--- config.mk ---
export PLATFORM = sky130hd
export DESIGN_NAME = serial_work_rx
export DESIGN_NICKNAME = d
export VERILOG_FILES = /design/src/rtl/serial_work_rx.sv
export SDC_FILE = /design/constraint.sdc
export NUM_CORES = 2
export LEC_CHECK = 0
export ABC_AREA = 1
export BUFFER_PORTS_ARGS = -buffer_cell sky130_fd_sc_hd__buf_2
export CORE_ASPECT_RATIO = 0.6
export CORE_UTILIZATION = 48
export CTS_CLUSTER_DIAMETER = 120
export DETAILED_ROUTE_END_ITERATION = 8
export HOLD_SLACK_MARGIN = 0.15
export PLACE_DENSITY = 0.68
export SYNTH_ARGS = -nofsm -noshare
export SYNTH_HDL_FRONTEND = slang
export SYNTH_SLANG_ARGS = --single-unit
--- constraint.sdc ---
create_clock -name clk -period 1.6 [get_ports clk]
set_input_delay 0.08 -clock clk [delete_from_list [all_inputs] [get_ports clk]]
set_output_delay 0.08 -clock clk [all_outputs]
set_load 0.01 [all_outputs]
--- src/rtl/serial_work_rx.sv ---
// 8N1 UART receiver that packs 64 host bytes into a 512-bit work frame (midstate + data2).
// Define SERIAL_RX_TIMEOUT_EN to discard a partial packet after TIMEOUT_BITS idle bit periods.
module serial_work_rx #(
  parameter int CLK_HZ       = 50_000_000,
  parameter int BAUD         = 115_200,
  parameter int TIMEOUT_BITS = 32
) (
  input  logic         clk,
  input  logic         reset_n,
  input  logic         RxD,
  output logic [255:0] midstate,
  output logic [255:0] data2,
  output logic         new_work
);

  localparam int CLKS_PER_BIT = CLK_HZ / BAUD;
  localparam int CW           = $clog2(CLKS_PER_BIT + 1);
  localparam logic [CW-1:0] HALF_CNT = CW'(CLKS_PER_BIT / 2);
  localparam logic [CW-1:0] LAST_CNT = CW'(CLKS_PER_BIT - 1);

  localparam int TIMEOUT_CLKS = TIMEOUT_BITS * CLKS_PER_BIT;
  localparam int IW           = $clog2(TIMEOUT_CLKS + 1);
  localparam logic [IW-1:0] IDLE_LIMIT = IW'(TIMEOUT_CLKS);
`ifdef SERIAL_RX_TIMEOUT_EN
  localparam bit TIMEOUT_EN = 1'b1;
`else
  localparam bit TIMEOUT_EN = 1'b0;
`endif

  typedef enum logic [1:0] {IDLE, START, DATA, STOP} state_t;

  logic          rx_meta_reg;
  logic          rx_sync_reg;
  state_t        state_reg;
  logic [CW-1:0] baud_cnt_reg;
  logic [2:0]    bit_idx_reg;
  logic [7:0]    shift_reg;
  logic          byte_valid_reg;
  logic          frame_err_reg;
  logic [511:0]  frame_reg;
  logic [5:0]    byte_cnt_reg;
  logic          done_reg;
  logic [IW-1:0] idle_cnt_reg;
  logic          timeout_hit;

  always_ff @(posedge clk or negedge reset_n) begin
    if (!reset_n) begin
      rx_meta_reg <= 1'b1;
      rx_sync_reg <= 1'b1;
    end else begin
      rx_meta_reg <= RxD;
      rx_sync_reg <= rx_meta_reg;
    end
  end

  // Bit-level receiver; byte_valid/frame_err are one-clk strobes at the stop sample.
  always_ff @(posedge clk or negedge reset_n) begin
    if (!reset_n) begin
      state_reg      <= IDLE;
      baud_cnt_reg   <= '0;
      bit_idx_reg    <= '0;
      shift_reg      <= '0;
      byte_valid_reg <= 1'b0;
      frame_err_reg  <= 1'b0;
    end else begin
      byte_valid_reg <= 1'b0;
      frame_err_reg  <= 1'b0;
      case (state_reg)
        IDLE: begin
          baud_cnt_reg <= '0;
          bit_idx_reg  <= '0;
          if (!rx_sync_reg) state_reg <= START;
        end
        START: begin
          if (baud_cnt_reg == HALF_CNT) begin
            baud_cnt_reg <= '0;
            state_reg    <= rx_sync_reg ? IDLE : DATA;
          end else begin
            baud_cnt_reg <= baud_cnt_reg + 1'b1;
          end
        end
        DATA: begin
          if (baud_cnt_reg == LAST_CNT) begin
            baud_cnt_reg <= '0;
            shift_reg    <= {rx_sync_reg, shift_reg[7:1]};
            bit_idx_reg  <= bit_idx_reg + 1'b1;
            if (bit_idx_reg == 3'd7) state_reg <= STOP;
          end else begin
            baud_cnt_reg <= baud_cnt_reg + 1'b1;
          end
        end
        STOP: begin
          if (baud_cnt_reg == LAST_CNT) begin
            state_reg      <= IDLE;
            byte_valid_reg <= rx_sync_reg;
            frame_err_reg  <= !rx_sync_reg;
          end else begin
            baud_cnt_reg <= baud_cnt_reg + 1'b1;
          end
        end
        default: state_reg <= IDLE;
      endcase
    end
  end

  // Counts clks spent waiting for a start bit since the last byte activity.
  always_ff @(posedge clk or negedge reset_n) begin
    if (!reset_n) begin
      idle_cnt_reg <= '0;
    end else if (state_reg != IDLE || byte_valid_reg) begin
      idle_cnt_reg <= '0;
    end else if (idle_cnt_reg != IDLE_LIMIT) begin
      idle_cnt_reg <= idle_cnt_reg + 1'b1;
    end
  end

  assign timeout_hit = TIMEOUT_EN && (idle_cnt_reg == IDLE_LIMIT);

  always_ff @(posedge clk or negedge reset_n) begin
    if (!reset_n) begin
      frame_reg    <= '0;
      byte_cnt_reg <= '0;
      done_reg     <= 1'b0;
      midstate     <= '0;
      data2        <= '0;
      new_work     <= 1'b0;
    end else begin
      done_reg <= 1'b0;
      new_work <= done_reg;
      if (done_reg) begin
        midstate <= frame_reg[511:256];
        data2    <= frame_reg[255:0];
      end
      if (frame_err_reg) begin
        byte_cnt_reg <= '0;
      end else if (byte_valid_reg) begin
        frame_reg    <= {frame_reg[503:0], shift_reg};
        byte_cnt_reg <= byte_cnt_reg + 1'b1;
        if (byte_cnt_reg == 6'd63) done_reg <= 1'b1;
      end else if (timeout_hit && byte_cnt_reg != 6'd0) begin
        byte_cnt_reg <= '0;
      end
    end
  end

endmodule

# ---- Yosys cells after proc, flatten, opt, wreduce, memory -nomap -nowiden
# Index checks and enable logic that the tools add are counted.
dict set report totals {
  reg_bits 1058
  word_cells 61
}
dict set report op_classes {
  add_sub_neg 3
  eq_ne 13
  n_mux 22
  bitwise 1
  reduce_logical 8
}
# op count
set op_table {}
lappend op_table {{9-bit one-hot mux with 4 select lines} 1}
lappend op_table {{9-bit 2-to-1 mux} 3}
lappend op_table {{2-bit 2-to-1 mux} 6}
lappend op_table {{6-bit 2-to-1 mux} 2}
lappend op_table {{2-bit inequality test (second input constant)} 6}
lappend op_table {{9-bit by 1-bit adder with 9-bit output (second input constant)} 1}
lappend op_table {{9-bit by 8-bit == test with 1-bit output (second input constant)} 1}
lappend op_table {{9-bit == test (second input constant)} 1}
lappend op_table {{2-bit one-hot mux with 4 select lines} 1}
lappend op_table {{1-bit 2-to-1 mux} 7}
lappend op_table {{6-bit by 1-bit adder with 6-bit output (second input constant)} 1}
lappend op_table {{6-bit == test (second input constant)} 1}
lappend op_table {{3-bit one-hot mux with 2 select lines} 1}
lappend op_table {{2-bit AND reduction} 3}
lappend op_table {{5-bit AND reduction} 1}
lappend op_table {{2-bit == test (second input constant)} 2}
lappend op_table {{2-bit nonzero test} 2}
lappend op_table {{3-bit by 1-bit adder with 3-bit output (second input constant)} 1}
lappend op_table {{3-bit == test (second input constant)} 1}
lappend op_table {{3-bit 2-to-1 mux} 1}
lappend op_table {{2-bit by 1-bit == test with 1-bit output (second input constant)} 1}
lappend op_table {{2-bit logical NOT} 1}
lappend op_table {{1-bit logical NOT} 1}
lappend op_table {{1-bit NOT} 1}

# ---- Longest topological paths before layout
dict set report depth {
  word_depth 4
  depth_mapped 10
  ltp_nobuf 10
}

# ---- Worst setup path after synthesis
# No wires, ideal clock.
dict set report synth_path {
  kind {register to register}
  startpoint {register baud_cnt_reg[1]}
  endpoint {register shift_reg[5]}
  setup_ns 0.126
  arrival_time_ns 1.276
  required_ns 1.474
  slack_ns 0.198
  path_stages_with_launch 11
  synth_period_minus_slack_ns 1.402
  path_cell_list {dfrtp_1 inv_1 ha_1 nand2_1 nor2_1 nand2_1 inv_1 nand2_2 buf_6 nand2_1 o21ai_0}
}
dict set report synth_between {
  elab_chain_cells 2
}
# element line
set synth_rtl {}
lappend synth_rtl {{start: declaration} 35} ;# logic [CW-1:0] baud_cnt_reg;
lappend synth_rtl {{start signal: assignment} 79} ;# baud_cnt_reg <= baud_cnt_reg + 1'b1;
lappend synth_rtl {{start signal: assignment} 89} ;# baud_cnt_reg <= baud_cnt_reg + 1'b1;
lappend synth_rtl {{start signal: assignment} 98} ;# baud_cnt_reg <= baud_cnt_reg + 1'b1;
lappend synth_rtl {{9-bit == test} 83} ;# if (baud_cnt_reg == LAST_CNT) begin
lappend synth_rtl {{2-bit AND reduction (no source line)} -}
lappend synth_rtl {{end signal: assignment} 85} ;# shift_reg <= {rx_sync_reg, shift_reg[7:1]};
lappend synth_rtl {{end: declaration} 37} ;# logic [7:0] shift_reg;
# Every way passes these cells.
# A chain may end at the register's enable or synchronous reset.

# ---- Worst setup path in the final report
dict set report layout_path {
  startpoint {register frame_err_reg}
  endpoint {register frame_reg[104]}
}
dict set report layout_between {
  elab_chain_cells 2
}
# element line
set layout_rtl {}
lappend layout_rtl {{start: declaration} 39} ;# logic frame_err_reg;
lappend layout_rtl {{start signal: assignment} 96} ;# frame_err_reg <= !rx_sync_reg;
lappend layout_rtl {{1-bit NOT (no source line)} -}
lappend layout_rtl {{2-bit AND reduction (no source line)} -}
lappend layout_rtl {{end signal: assignment} 137} ;# frame_reg <= {frame_reg[503:0], shift_reg};
lappend layout_rtl {{end: declaration} 40} ;# logic [511:0] frame_reg;
# Every way passes these cells.

==> metrics.md <==
| Metric | Value |
|---|---|
| Slew at the pin closest to its max-slew limit | 0.4749 ns |
| Mapped Nets | 3948 |
| Largest net degree at the start of global routing | 92 |
| DRC | 0 |
| Drt initial violations | 2272 |
| Commonest cells after routing, fill and taps aside | 1055 x dfrtp_1, 613 x nand2_1, 514 x buf_2 |
| Post-Syn Area | 39140 µm² |
| Crit-path max cell delay | 0.43 ns |
| CTS Buf Count | 94 |
| Ranking of synthesized cells by area | dfrtp_1 68%, a21oi_1 6.1%, nand2_1 5.9% |
| Register area | 26480 µm² |
| Yosys reg bits | 1058 |
| Wirelength per Cell | 17.21 µm |
| Synthesized-area fraction occupied by adder cells | 0.1599% |
| Die H | 223.2 µm |
| CTS tree | built |
| Routed Antenna Nets | 0 |
| Cell taking the most area after synthesis | dfrtp_1 |
| CTS HTree Levels | 3 |
| Critical path capture point type | flop |
| Status | complete, no violations |
| Netlist cell types | 26 |
| Via/cell ratio | 4.979 |
| Post-Synth XOR/XNOR Area | 0.08952% |
| Core area | 80080 µm² |
| CP cell instances | nor2_4, buf_12, buf_12, buf_4, nand2_1, o21ai_0 |
| Worst-case reg-to-reg path depth | 6 |
| Yosys warnings | 0 |
| Worst hold-check path type | in -> async |
| Nets | 4472 |
| Worst R2R Start | frame_err_reg$_DFF_PN0_ |
| Gr usage total | 23.66% |
| Setup TNS | 0 ns |
| Via count | 27910 |
| FILL cells | 6813 |
| Slew Limit Fails | 0 |
| GPL Wtd Cong | 0.8552 |
| Most common cell after layout, fill and taps aside | dfrtp_1 |
| Setup crit start kind | flop |
| Post-Route WL | 96480 µm |
| Sink Count | 1058 |
| Pwr dens | 1099 nW/µm² |
| Worst rel slew slack | 68.34% |
| Worst EP required | 2.18 ns |
| Seq/Total Area, Yosys | 67.66% |
| Initial Util | 48.87% |
| Max reg flops | 512 |
| DIE WIDTH | 370.6 µm |
| P&R area growth vs syn | 20.48% |
| Worst Path Arrival | 2.07 ns |
| Peak Freq | 0.6707 GHz |
| Worst path most repeated cell | buf_12 |
| Syn_area_per_cell | 9.933 µm² |
| Tmin final | 1.491 ns |
| Clock latency on the worst-skew pair | 0.68 ns |
| Root Driver | clkbuf_16 |
| Global route total overflow | 0 |
| Max IR drop VDD | 0.7911 mV |
| Yosys top cell area share | 67.52% |
| Largest family of logic cells by synthesized area | compound AO/OA/AOI/OAI gates |
| Row cnt | 80 |
| Leak pwr | 0.02400 µW |
| Clk_skew | 0.01506 ns |
| FF-to-FF End | frame_reg[104]$_DFFE_PN0P_ |
| Compound-gate portion of the synthesized area | 12.51% |
| Final hold slack | 0.2970 ns |
| Initial antenna violation count | 0 |
| Post-Synthesis Cells | 3940 |
| DPL Wire Length | 67650 µm |
| Antenna cells | 0 |
| Fin crit share | 93.19% |
| Detailed Routing Iterations Pass 1 | 6 |
| Multi-input gate area | 9749 µm² |
| Multiplexer area fraction after synthesis | 1.122% |
| Register clock-pin slew on the reported worst setup and hold paths | 0.07 ns |
| # setup viols final | 0 |
| Internal reg-to-reg setup slack | 0.11 ns |
| Max-cap violations | 0 |
| Die footprint | 82720 µm² |
| IO buf count | 515 |
| Global-route wire length before repair | 153300 µm |
| Simple-gate share of the synthesized area | 10.97% |
| Crit-path max FO | 29 |
| Share of layout cells above drive strength 1 | 18.96% |
| Final Hold Fails | 0 |
| # IOs | 516 |
| CP max stage cell | dfrtp_1 |
| Vias in the first global route | 27030 |
| CP Class | reg -> reg |
| CTS max path bufs | 3 |
## final cells by class
class | count | share of cell area, %
clock inverter | 43 | 1.268
timing repair buffer | 652 | 9.253
inverter | 500 | 3.980
clock buffer | 129 | 5.827
sequential | 1058 | 56.16
multi-input combinational | 2158 | 20.68
tap | 1066 | 2.829
## logic make-up after synthesis
logic type               Yosys count
AND/OR/NAND/NOR                 1133
flip-flops                      1058
AO/OA/AOI/OAI                    977
buffers and inverters            724
multiplexers                      39
adder cells (fa/ha/maj)            5
XOR/XNOR                           4
## critical path, delay by kind of cell (launching register included)
family / cells / cell delay (ns)
buffers and inverters: 3 / 0.59
DFF: 1 / 0.43
and+or+nand+nor: 2 / 0.25
AOI/OAI and AO/OA: 1 / 0.11
## synth_stat cells
| cell type | instances |
|---|---|
| dfrtp_1 | 1056 |
| nand3_1 | 11 |
| dfstp_2 | 2 |
| buf_1 | 10 |
| nor3b_1 | 1 |
| nand2_1 | 615 |
| inv_2 | 1 |
| nor2_1 | 497 |
| nor2_2 | 1 |
| o21ai_0 | 393 |
| buf_2 | 116 |
| nand4_1 | 2 |
| ha_1 | 5 |
| o21ai_1 | 102 |
| xor2_1 | 4 |
| clkbuf_1 | 81 |
| nand2_2 | 1 |
| o22ai_1 | 1 |
| a21oi_1 | 480 |
| inv_1 | 499 |
| nor2_4 | 1 |
| nor3_1 | 4 |
| buf_4 | 15 |
| buf_6 | 2 |
| a22o_1 | 1 |
| mux2_2 | 39 |
## timing repair
action,4_1_cts,5_1_grt
buffers inserted,0,0
resized for setup,0,14
setup endpoints to repair,0,31
hold buffers,4,0
endpoints found under the hold margin,1057,0
## per-stage QoR
step	area, µm²	setup slack [ns]	instances	util [%]	total power, µW
after floorplan	39140	0.1984	3940	-	27260
after global placement	43700	0.1332	5429	54.57	27970
after detailed placement	43700	0.09696	5429	54.57	27970
after CTS	47080	0.08744	5605	58.80	52340
after global routing	47150	-0.006192	5606	58.88	53520
final	47150	0.1089	5606	58.88	51810
## how the worst max path moves through the flow
stage / from / slack, ns / endpoint
after floorplan: baud_cnt_reg[1]$_DFFE_PN0P_ / 0.20 / shift_reg[5]$_DFFE_PN0P_
after global placement: baud_cnt_reg[1]$_DFFE_PN0P_ / 0.13 / shift_reg[6]$_DFFE_PN0P_
after detailed placement: frame_err_reg$_DFF_PN0_ / 0.1 / frame_reg[267]$_DFFE_PN0P_
after CTS: frame_err_reg$_DFF_PN0_ / 0.09 / frame_reg[104]$_DFFE_PN0P_
after global routing: baud_cnt_reg[1]$_DFFE_PN0P_ / -0.006 / baud_cnt_reg[0]$_DFFE_PN0P_
final: frame_err_reg$_DFF_PN0_ / 0.11 / frame_reg[104]$_DFFE_PN0P_
## where the power goes
part | switching, µW | total (µW) | internal, µW
combinational | 547 | 683 | 136
sequential | 2.68 | 26700 | 26700
clock | 10100 | 24400 | 14300
## routing by layer
layer | vias to the layer above | GRT usage [%] | share of wire, %
li1 | 13500 | - | -
met1 | 13640 | 36.90 | 48
met2 | 649 | 33.33 | 43
met3 | 120 | 5.797 | 6.2
met4 | 0 | 5.177 | 1.9
met5 | - | 0 | 0
Note: power is estimated with default switching activity, not from simulation.
